## config.mk

```make
export PLATFORM = sky130hd
export DESIGN_NAME = qrs_event_core_flat
export DESIGN_NICKNAME = d
export VERILOG_FILES = /design/src/rtl/qrs_event_pkg.sv /design/src/rtl/qrs_event_core_if.sv /design/src/rtl/qrs_event_core_ch_step.sv /design/src/rtl/qrs_event_core.sv /design/src/flat_wrapper.sv
export SDC_FILE = /design/constraint.sdc
export NUM_CORES = 2
export LEC_CHECK = 0
export BUFFER_PORTS_ARGS = -buffer_cell sky130_fd_sc_hd__buf_2
export CORE_MARGIN = 1.5
export CORE_UTILIZATION = 40
export CTS_CLUSTER_SIZE = 24
export DETAILED_ROUTE_END_ITERATION = 10
export GPL_ROUTABILITY_DRIVEN = 0
export HOLD_SLACK_MARGIN = 0.05
export PLACE_DENSITY = 0.68
export SLEW_MARGIN = 20
export SYNTH_ARGS = -nofsm -noshare
export SYNTH_HDL_FRONTEND = slang
export SYNTH_HIERARCHICAL = 1
export SYNTH_SLANG_ARGS = --single-unit
```

## constraint.sdc

```tcl
create_clock -name i_clk -period 15.1 [get_ports i_clk]
set_input_delay 3.02 -clock i_clk [delete_from_list [all_inputs] [get_ports i_clk]]
set_output_delay 3.02 -clock i_clk [all_outputs]
set_load 0.05 [all_outputs]
```

## src/rtl/qrs_event_pkg.sv

```systemverilog
// Shared types and helpers for the multi-channel QRS event core.
// Sample, counter and RR widths are fixed here; channel count lives on the top.
package qrs_event_pkg;

  localparam int DATA_WIDTH = 11;
  localparam int CTR_WIDTH  = 22;
  localparam int RR_WIDTH   = 16;
  localparam int CNT_W      = 16;
  localparam int CH_W_MAX   = 8;

  typedef enum logic [1:0] {
    LEARN   = 2'd0,
    IDLE    = 2'd1,
    SEARCH  = 2'd2,
    REFRACT = 2'd3
  } ch_state_e;

  typedef struct packed {
    ch_state_e             state;
    logic [CNT_W-1:0]      cnt;
    logic [DATA_WIDTH-1:0] peak;
    logic [DATA_WIDTH-1:0] thr;
    logic [DATA_WIDTH-1:0] cand;
    logic [CTR_WIDTH-1:0]  cand_num;
    logic [CTR_WIDTH-1:0]  last_num;
    logic                  has_prev;
    logic [DATA_WIDTH-1:0] max;
  } ch_ctx_t;

  typedef struct packed {
    logic [CH_W_MAX-1:0]  ch;
    logic [CTR_WIDTH-1:0] sample_num;
    logic [RR_WIDTH-1:0]  rr;
    logic                 first;
  } evt_t;

  function automatic logic [DATA_WIDTH-1:0] thr_calc(input logic [DATA_WIDTH-1:0] peak,
                                                     input logic [DATA_WIDTH-1:0] thr_min);
    logic [DATA_WIDTH-1:0] half;
    half = peak >> 1;
    return (half > thr_min) ? half : thr_min;
  endfunction

  function automatic logic [RR_WIDTH-1:0] rr_sat(input logic [CTR_WIDTH-1:0] diff);
    if (diff > CTR_WIDTH'((1 << RR_WIDTH) - 1)) return '1;
    return diff[RR_WIDTH-1:0];
  endfunction

endpackage

```

## src/rtl/qrs_event_core_if.sv

```systemverilog
// Sample input and event output bundle of the QRS event core.
// The core uses the slave view; the upstream/consumer side uses the master view.
interface qrs_event_core_if import qrs_event_pkg::*; #(
  parameter int N_CH = 4
);
  localparam int CH_W = (N_CH > 1) ? $clog2(N_CH) : 1;

  logic                  i_ce;
  logic [DATA_WIDTH-1:0] i_sample;
  logic [CH_W-1:0]       i_sample_ch;
  logic [CTR_WIDTH-1:0]  i_sample_num;
  logic                  i_sample_valid;
  logic                  o_evt_valid;
  logic                  i_evt_ready;
  logic [CH_W-1:0]       o_evt_ch;
  logic [CTR_WIDTH-1:0]  o_evt_sample_num;
  logic [RR_WIDTH-1:0]   o_evt_rr;
  logic                  o_evt_first;
  logic                  o_overflow;
  logic                  i_clr_overflow;
  logic [N_CH-1:0]       o_learning;

  modport slave (
    input  i_ce, i_sample, i_sample_ch, i_sample_num, i_sample_valid,
    input  i_evt_ready, i_clr_overflow,
    output o_evt_valid, o_evt_ch, o_evt_sample_num, o_evt_rr, o_evt_first,
    output o_overflow, o_learning
  );

  modport master (
    output i_ce, i_sample, i_sample_ch, i_sample_num, i_sample_valid,
    output i_evt_ready, i_clr_overflow,
    input  o_evt_valid, o_evt_ch, o_evt_sample_num, o_evt_rr, o_evt_first,
    input  o_overflow, o_learning
  );

endinterface

```

## src/rtl/qrs_event_core_ch_step.sv

```systemverilog
// Next-context and event function for one channel on one accepted sample.
// Purely combinational; the top applies it to whichever context is addressed.
//
// state   | meaning
// LEARN   | tracking max over the first LEARN_LEN samples
// IDLE    | waiting for a sample above threshold
// SEARCH  | inside the QRS window, tracking the R-peak candidate
// REFRACT | ignoring samples after an event
module qrs_ch_step import qrs_event_pkg::*; #(
  parameter int LEARN_LEN   = 256,
  parameter int SEARCH_LEN  = 30,
  parameter int REFRACT_LEN = 50,
  parameter int THR_MIN     = 16
) (
  input  ch_ctx_t               ctx_i,
  input  logic [DATA_WIDTH-1:0] sample_i,
  input  logic [CTR_WIDTH-1:0]  sample_num_i,
  output ch_ctx_t               ctx_o,
  output logic                  fire_o,
  output logic [CTR_WIDTH-1:0]  evt_num_o,
  output logic [RR_WIDTH-1:0]   evt_rr_o,
  output logic                  evt_first_o
);

  localparam logic [DATA_WIDTH-1:0] THR_MIN_V  = DATA_WIDTH'(THR_MIN);
  localparam logic [CNT_W-1:0]      LEARN_TC   = CNT_W'(LEARN_LEN);
  localparam logic [CNT_W-1:0]      SEARCH_TC  = CNT_W'(SEARCH_LEN);
  localparam logic [CNT_W-1:0]      REFRACT_TC = CNT_W'(REFRACT_LEN);

  logic                  close;
  logic [CNT_W-1:0]      cnt_inc;
  logic [DATA_WIDTH+1:0] peak_mix;

  always_comb begin
    ctx_o       = ctx_i;
    fire_o      = 1'b0;
    evt_num_o   = '0;
    evt_rr_o    = '0;
    evt_first_o = 1'b0;
    close       = 1'b0;
    cnt_inc     = ctx_i.cnt + CNT_W'(1);
    peak_mix    = '0;

    case (ctx_i.state)
      LEARN: begin
        ctx_o.max = (sample_i > ctx_i.max) ? sample_i : ctx_i.max;
        ctx_o.cnt = cnt_inc;
        if (cnt_inc >= LEARN_TC) begin
          ctx_o.peak  = ctx_o.max;
          ctx_o.thr   = thr_calc(ctx_o.max, THR_MIN_V);
          ctx_o.state = IDLE;
          ctx_o.cnt   = '0;
        end
      end
      IDLE: begin
        if (sample_i > ctx_i.thr) begin
          ctx_o.state    = SEARCH;
          ctx_o.cand     = sample_i;
          ctx_o.cand_num = sample_num_i;
          ctx_o.cnt      = CNT_W'(1);
          close          = (SEARCH_TC <= CNT_W'(1));
        end
      end
      SEARCH: begin
        // strict compare: on ties the earlier sample stays the R-peak
        if (sample_i > ctx_i.cand) begin
          ctx_o.cand     = sample_i;
          ctx_o.cand_num = sample_num_i;
        end
        ctx_o.cnt = cnt_inc;
        close     = (cnt_inc >= SEARCH_TC);
      end
      REFRACT: begin
        ctx_o.cnt = cnt_inc;
        if (cnt_inc >= REFRACT_TC) begin
          ctx_o.state = IDLE;
          ctx_o.cnt   = '0;
        end
      end
      default: ctx_o.state = LEARN;
    endcase

    if (close) begin
      fire_o      = 1'b1;
      evt_num_o   = ctx_o.cand_num;
      evt_first_o = !ctx_i.has_prev;
      evt_rr_o    = ctx_i.has_prev ? rr_sat(ctx_o.cand_num - ctx_i.last_num) : '0;
      peak_mix    = ({2'b00, ctx_i.peak} << 1) + {2'b00, ctx_i.peak} + {2'b00, ctx_o.cand};
      ctx_o.peak     = DATA_WIDTH'(peak_mix >> 2);
      ctx_o.thr      = thr_calc(ctx_o.peak, THR_MIN_V);
      ctx_o.state    = REFRACT;
      ctx_o.cnt      = '0;
      ctx_o.last_num = ctx_o.cand_num;
      ctx_o.has_prev = 1'b1;
    end
  end

endmodule

```

## src/rtl/qrs_event_core.sv

```systemverilog
// Multi-channel QRS detector: per-channel contexts stepped by one shared step
// function, with a single valid/ready event register and sticky overflow flag.
module qrs_event_core import qrs_event_pkg::*; #(
  parameter int N_CH        = 4,
  parameter int LEARN_LEN   = 256,
  parameter int SEARCH_LEN  = 30,
  parameter int REFRACT_LEN = 50,
  parameter int THR_MIN     = 16
) (
  input  logic             i_clk,
  input  logic             i_rst,
  qrs_event_core_if.slave  bus
);

  localparam int CH_W = (N_CH > 1) ? $clog2(N_CH) : 1;

  localparam ch_ctx_t RST_CTX = '{
    state:    LEARN,
    cnt:      '0,
    peak:     '0,
    thr:      DATA_WIDTH'(THR_MIN),
    cand:     '0,
    cand_num: '0,
    last_num: '0,
    has_prev: 1'b0,
    max:      '0
  };

  ch_ctx_t              ctx_q [N_CH];
  ch_ctx_t              ctx_sel;
  ch_ctx_t              ctx_nxt;
  evt_t                 evt_q, evt_d;
  logic                 evt_valid_q, evt_valid_d;
  logic                 ovf_q, ovf_d;
  logic                 accept;
  logic                 step_fire;
  logic                 fire;
  logic [CTR_WIDTH-1:0] step_num;
  logic [RR_WIDTH-1:0]  step_rr;
  logic                 step_first;

  assign accept = bus.i_ce && bus.i_sample_valid && (32'(bus.i_sample_ch) < N_CH);
  assign fire   = accept && step_fire;

  always_comb begin
    ctx_sel = ctx_q[0];
    for (int i = 0; i < N_CH; i++) begin
      if (bus.i_sample_ch == CH_W'(i)) ctx_sel = ctx_q[i];
    end
  end

  qrs_ch_step #(
    .LEARN_LEN   (LEARN_LEN),
    .SEARCH_LEN  (SEARCH_LEN),
    .REFRACT_LEN (REFRACT_LEN),
    .THR_MIN     (THR_MIN)
  ) u_step (
    .ctx_i        (ctx_sel),
    .sample_i     (bus.i_sample),
    .sample_num_i (bus.i_sample_num),
    .ctx_o        (ctx_nxt),
    .fire_o       (step_fire),
    .evt_num_o    (step_num),
    .evt_rr_o     (step_rr),
    .evt_first_o  (step_first)
  );

  always_ff @(posedge i_clk or posedge i_rst) begin
    if (i_rst) begin
      for (int i = 0; i < N_CH; i++) ctx_q[i] <= RST_CTX;
    end else begin
      for (int i = 0; i < N_CH; i++) begin
        if (accept && (bus.i_sample_ch == CH_W'(i))) ctx_q[i] <= ctx_nxt;
      end
    end
  end

  // The channel context advances even when its event is dropped, so RR stays
  // anchored to the true previous R-peak.
  always_comb begin
    evt_valid_d = evt_valid_q;
    evt_d       = evt_q;
    ovf_d       = ovf_q;
    if (bus.i_ce) begin
      if (evt_valid_q && bus.i_evt_ready) evt_valid_d = 1'b0;
      if (bus.i_clr_overflow) ovf_d = 1'b0;
      if (fire) begin
        if (!evt_valid_d) begin
          evt_d.ch         = CH_W_MAX'(bus.i_sample_ch);
          evt_d.sample_num = step_num;
          evt_d.rr         = step_rr;
          evt_d.first      = step_first;
          evt_valid_d      = 1'b1;
        end else begin
          ovf_d = 1'b1;
        end
      end
    end
  end

  always_ff @(posedge i_clk or posedge i_rst) begin
    if (i_rst) begin
      evt_q       <= '0;
      evt_valid_q <= 1'b0;
      ovf_q       <= 1'b0;
    end else begin
      evt_q       <= evt_d;
      evt_valid_q <= evt_valid_d;
      ovf_q       <= ovf_d;
    end
  end

  assign bus.o_evt_valid      = evt_valid_q;
  assign bus.o_evt_ch         = evt_q.ch[CH_W-1:0];
  assign bus.o_evt_sample_num = evt_q.sample_num;
  assign bus.o_evt_rr         = evt_q.rr;
  assign bus.o_evt_first      = evt_q.first;
  assign bus.o_overflow       = ovf_q;

  generate
    for (genvar g = 0; g < N_CH; g++) begin : g_learn
      assign bus.o_learning[g] = (ctx_q[g].state == LEARN);
    end
    if (CH_W < CH_W_MAX) begin : g_ch_pad
      logic ch_pad_unused;
      assign ch_pad_unused = |evt_q.ch[CH_W_MAX-1:CH_W];
    end
  endgenerate

endmodule

```

## src/flat_wrapper.sv

```systemverilog
// flat-port wrapper written by rule: the top's interface ports become plain ports
module qrs_event_core_flat import qrs_event_pkg::*;
#(
  parameter int N_CH        = 4,
  parameter int LEARN_LEN   = 256,
  parameter int SEARCH_LEN  = 30,
  parameter int REFRACT_LEN = 50,
  parameter int THR_MIN     = 16
)
  (i_clk, i_rst, bus_i_ce, bus_i_sample, bus_i_sample_ch, bus_i_sample_num, bus_i_sample_valid, bus_i_evt_ready, bus_i_clr_overflow, bus_o_evt_valid, bus_o_evt_ch, bus_o_evt_sample_num, bus_o_evt_rr, bus_o_evt_first, bus_o_overflow, bus_o_learning);
  qrs_event_core_if #(.N_CH(N_CH)) bus_i ();
  input  logic i_clk;
  input  logic i_rst;
  input wire logic [$bits(bus_i.i_ce)-1:0] bus_i_ce;
  input wire logic [$bits(bus_i.i_sample)-1:0] bus_i_sample;
  input wire logic [$bits(bus_i.i_sample_ch)-1:0] bus_i_sample_ch;
  input wire logic [$bits(bus_i.i_sample_num)-1:0] bus_i_sample_num;
  input wire logic [$bits(bus_i.i_sample_valid)-1:0] bus_i_sample_valid;
  input wire logic [$bits(bus_i.i_evt_ready)-1:0] bus_i_evt_ready;
  input wire logic [$bits(bus_i.i_clr_overflow)-1:0] bus_i_clr_overflow;
  output wire logic [$bits(bus_i.o_evt_valid)-1:0] bus_o_evt_valid;
  output wire logic [$bits(bus_i.o_evt_ch)-1:0] bus_o_evt_ch;
  output wire logic [$bits(bus_i.o_evt_sample_num)-1:0] bus_o_evt_sample_num;
  output wire logic [$bits(bus_i.o_evt_rr)-1:0] bus_o_evt_rr;
  output wire logic [$bits(bus_i.o_evt_first)-1:0] bus_o_evt_first;
  output wire logic [$bits(bus_i.o_overflow)-1:0] bus_o_overflow;
  output wire logic [$bits(bus_i.o_learning)-1:0] bus_o_learning;
  assign bus_i.i_ce = bus_i_ce;
  assign bus_i.i_sample = bus_i_sample;
  assign bus_i.i_sample_ch = bus_i_sample_ch;
  assign bus_i.i_sample_num = bus_i_sample_num;
  assign bus_i.i_sample_valid = bus_i_sample_valid;
  assign bus_i.i_evt_ready = bus_i_evt_ready;
  assign bus_i.i_clr_overflow = bus_i_clr_overflow;
  assign bus_o_evt_valid = bus_i.o_evt_valid;
  assign bus_o_evt_ch = bus_i.o_evt_ch;
  assign bus_o_evt_sample_num = bus_i.o_evt_sample_num;
  assign bus_o_evt_rr = bus_i.o_evt_rr;
  assign bus_o_evt_first = bus_i.o_evt_first;
  assign bus_o_overflow = bus_i.o_overflow;
  assign bus_o_learning = bus_i.o_learning;
  qrs_event_core #(.N_CH(N_CH), .LEARN_LEN(LEARN_LEN), .SEARCH_LEN(SEARCH_LEN), .REFRACT_LEN(REFRACT_LEN), .THR_MIN(THR_MIN)) u_core (.i_clk(i_clk), .i_rst(i_rst), .bus(bus_i));
endmodule
```

==> flow_metrics.py <==
metrics = {
    "setup_path": {
        "crit_start": "bus_i_sample_ch[1]",
        "cp.required_ps": 15560,
        "critical-path-max-stage-delay_ps": 730,
        "arrival_ps": 10400,
        "cp-end-kind": "flop",
        "critPathKind": "input port to flop",
        "crit_chain": "buf_6 -> buf_4 -> mux4_2 -> inv_1 -> ha_1 -> nand3_1 -> or4_4 -> and3_4 -> o21ai_4 -> nand2_1 -> a21o_1 -> a32oi_1 -> inv_1 -> ha_1 -> nor2b_1 -> o31a_1 -> o41ai_2 -> a211o_1 -> a21boi_0 -> or3_1 -> nand4_1 -> nor4b_4 -> a21oi_1 -> mux2_2",
        "cp_slowest_cell": "nor4b_4",
        "path_buf_inv": 4,
        "critical_path.max_fanout": 46,
        "rr_startpoint": "u_core/ctx_q[60]$_DFFE_PP0P_",
        "critPathTopFamily": "simple AND/OR/NAND/NOR gates",
        "startpoint_type": "input port",
    },
    "synthesis": {
        "synthTopCellsByArea": "dfrtp_1 (46%), mux2_2 (18%), mux4_2 (9.5%)",
        "seq_area_frac_synth": 0.465,
        "syn-num-nets": 2060,
        "synthDistinctLibCells": 93,
        "postSynthCellCount": 1936,
        "synth-async-reset-ratio": 1.00,
        "synth.cell_area_um2": 25400,
        "synthFlopType": "dfrtp_1",
        "avgSynthCellArea_um2": 13.1,
        "synth_top_area_cell": "dfrtp_1",
        "synth-edff-count": 0,
        "synth-seq-cells": 471,
        "synth_warnings": 6,
        "synth_top_area_frac": 0.461,
    },
    "timing": {
        "skew_ps": 23.0,
        "slew_headroom": 0.251,
        "setup_tns_ps": 0,
        "period_share": 0.658,
        "finalMaxSlewViolations": 0,
        "min_period_ps": 9940,
        "tightest_slew_ps": 1120,
        "setup_viol": 0,
        "finalHoldViolCount": 0,
        "fmaxAchievable_ghz": 0.101,
        "rsz0062_at_grt": "false",
    },
    "cts": {
        "path_clk_slew_ps": 60,
        "cts_made_buffers": 51,
        "cts_sinks": 471,
        "cts-root-buf": "clkbuf_16",
        "cts_buffer_depth": 3,
        "clock_latency_ps": 590,
        "cts_tree": "done",
        "cts_resized": 0,
        "ctsHtreeMaxLevel": 2,
        "hold_buffers": 0,
        "post-cts-setup-buffer-count": 0,
    },
    "final_layout": {
        "multiInputGateArea_um2": 12700,
        "n_antenna_cell": 0,
        "layout_common_cells": "dfrtp_1 (467), mux2_2 (411), mux4_2 (107), buf_2 (85)",
        "nNetsFinal": 2115,
        "drive_gt1_frac": 0.364,
        "design_area_um2": 28300,
        "post-route-util": 0.451,
        "areaGrowthSynthToFinish_pct": 11.6,
        "layout_commonest_cell": "dfrtp_1",
        "regArea_um2": 11800,
        "fillers": 5653,
    },
    "floorplan": {
        "die_w_um": 255,
        "dieArea_um2": 65000,
        "io_pins": 88,
        "row_count": 92,
        "die_height_um": 255,
        "initial_core_util": 0.404,
        "fp.coreArea_um2": 62900,
    },
    "place": {
        "port_buffers": 87,
        "dpl-instance-area_um2": 26500,
        "post-dp-hpwl_um": 38300,
    },
    "detailed_routing": {
        "drt-total-wl_um": 59900,
        "routedWlPerCell_um": 20.8,
        "drc": 0,
        "viasPerCell": 5.67,
        "detail-route-antenna-nets": 0,
        "vias": 16326,
        "dr.pass1.iters": 7,
        "drt_iter0_markers": 1030,
    },
    "hold_path": {
        "worstHoldPathType": "flop to flop",
        "hold_start": "u_core/bus.o_evt_sample_num[17]$_DFFE_PP0P_",
    },
    "global_route": {
        "grt_overflow_total": 0,
        "grt_pass1_vias": 17293,
        "grt_usage": 0.187,
        "grt_pass1_wl_um": 95900,
        "antenna_found_initial": 1,
        "grt_max_degree": 213,
    },
    "power": {
        "power.leakage_uw": 0.0137,
        "power_density_nw_per_um2": 109,
        "max-vdd-ir-drop_mv": 0.0792,
    },
    "outcome": {
        "outcome": "finished, final reports clean",
    },
    "run": {
        "cap_violations": 0,
    },
}
power by group:
group | internal (uW) | switching, uW
registers | 1340 | 36.9
logic | 179 | 242
clock network | 790 | 505
total | 2310 | 783
flip-flops by register name, summed over array words and instances (netlist names):
| signal | cells |
|---|---|
| u_core/bus.o_evt_sample_num | 22 |
| u_core/bus.o_evt_rr | 16 |
| u_core/bus.o_evt_first | 1 |
| u_core/bus.o_overflow | 1 |
| u_core/bus.o_evt_ch | 2 |
| u_core/bus.o_evt_valid | 1 |
| u_core/ctx_q | 428 |
worst reg2reg max path: stages (launching register included):
cell and delay, ps:
dfrtp_1 370, mux4_2 490, inv_1 70, ha_1 240
a21oi_1 150, o21ai_0 130, a2111oi_2 550, or3_4 250
nand2_1 390, a21o_1 340, a32oi_1 350, inv_1 180
ha_1 300, nor2b_1 140, o31a_1 290, o41ai_2 380
a211o_1 240, a21boi_0 110, or3_1 410, nand4_1 90
nor4b_4 730, a21oi_1 170, mux2_2 310
stage by stage:
stage | cells | setup WS, ps | hold WS [ps] | total power, uW
after global placement | 2782 | 4790 | 461 | 1790
final | 2877 | 5160 | 480 | 3090
after CTS | 2875 | 5200 | 485 | 3120
after global routing | 2877 | 4540 | 498 | 3220
after floorplan | 1936 | 5700 | 453 | 1700
after detailed placement | 2782 | 4630 | 471 | 1820
final cells by class:
class                           count  share of cell area
Clock buffer                       77              0.0532
Clock inverter                     16             0.00875
Inverter                           82              0.0110
Multi-Input combinational cell   1275               0.449
Sequential cell                   471               0.416
Tap cell                          846              0.0374
Timing Repair Buffer              110              0.0247
per-layer routing:
layer  vias to the layer above  global-route usage  wire, um  share of wire
li1                       7299                   -         -              -
met1                      8541               0.243     25500           0.43
met2                       392               0.327     30000           0.50
met3                        92              0.0251      2810          0.047
met4                         2              0.0536      1460          0.024
met5                         -                   0        13        0.00022
final timing paths:
check,slack (ps),depth (start not counted),to
min in group asynchronous,2550,2,u_core/ctx_q[220]$_DFFE_PP0P_
max,5160,24,u_core/bus.o_evt_rr[9]$_DFFE_PP0P_
max in group asynchronous,10250,4,u_core/ctx_q[320]$_DFFE_PP0P_
min reg2reg,480,1,u_core/bus.o_evt_sample_num[17]$_DFFE_PP0P_
max reg2reg,8320,22,u_core/bus.o_evt_rr[9]$_DFFE_PP0P_
min,480,1,u_core/bus.o_evt_sample_num[17]$_DFFE_PP0P_
synthesized netlist by cell type (13+ instances only):
cell type	instances
ha_1	71
o21ai_0	49
a31oi_1	13
a22o_1	20
nand2_1	65
clkbuf_1	17
and2_1	21
buf_4	14
nor3_1	22
a21o_1	46
buf_2	71
dfrtp_1	467
mux2_2	411
nand3_1	19
mux2_1	63
a21oi_1	80
inv_1	81
mux4_2	107
nor2_1	70
xnor2_1	15
cells by family (layout without fill, tap and decap cells):
family          Yosys count  after routing  synth area share
mux                     592            592             0.310
fa+ha+maj                83             83            0.0445
simple gates            282            282            0.0593
buf+inv                 190            285            0.0352
compound gates          292            292            0.0776
xor+xnor                 26             26           0.00897
flops                   471            471             0.465
No activity file was read; power rests on OpenSTA's default activity.
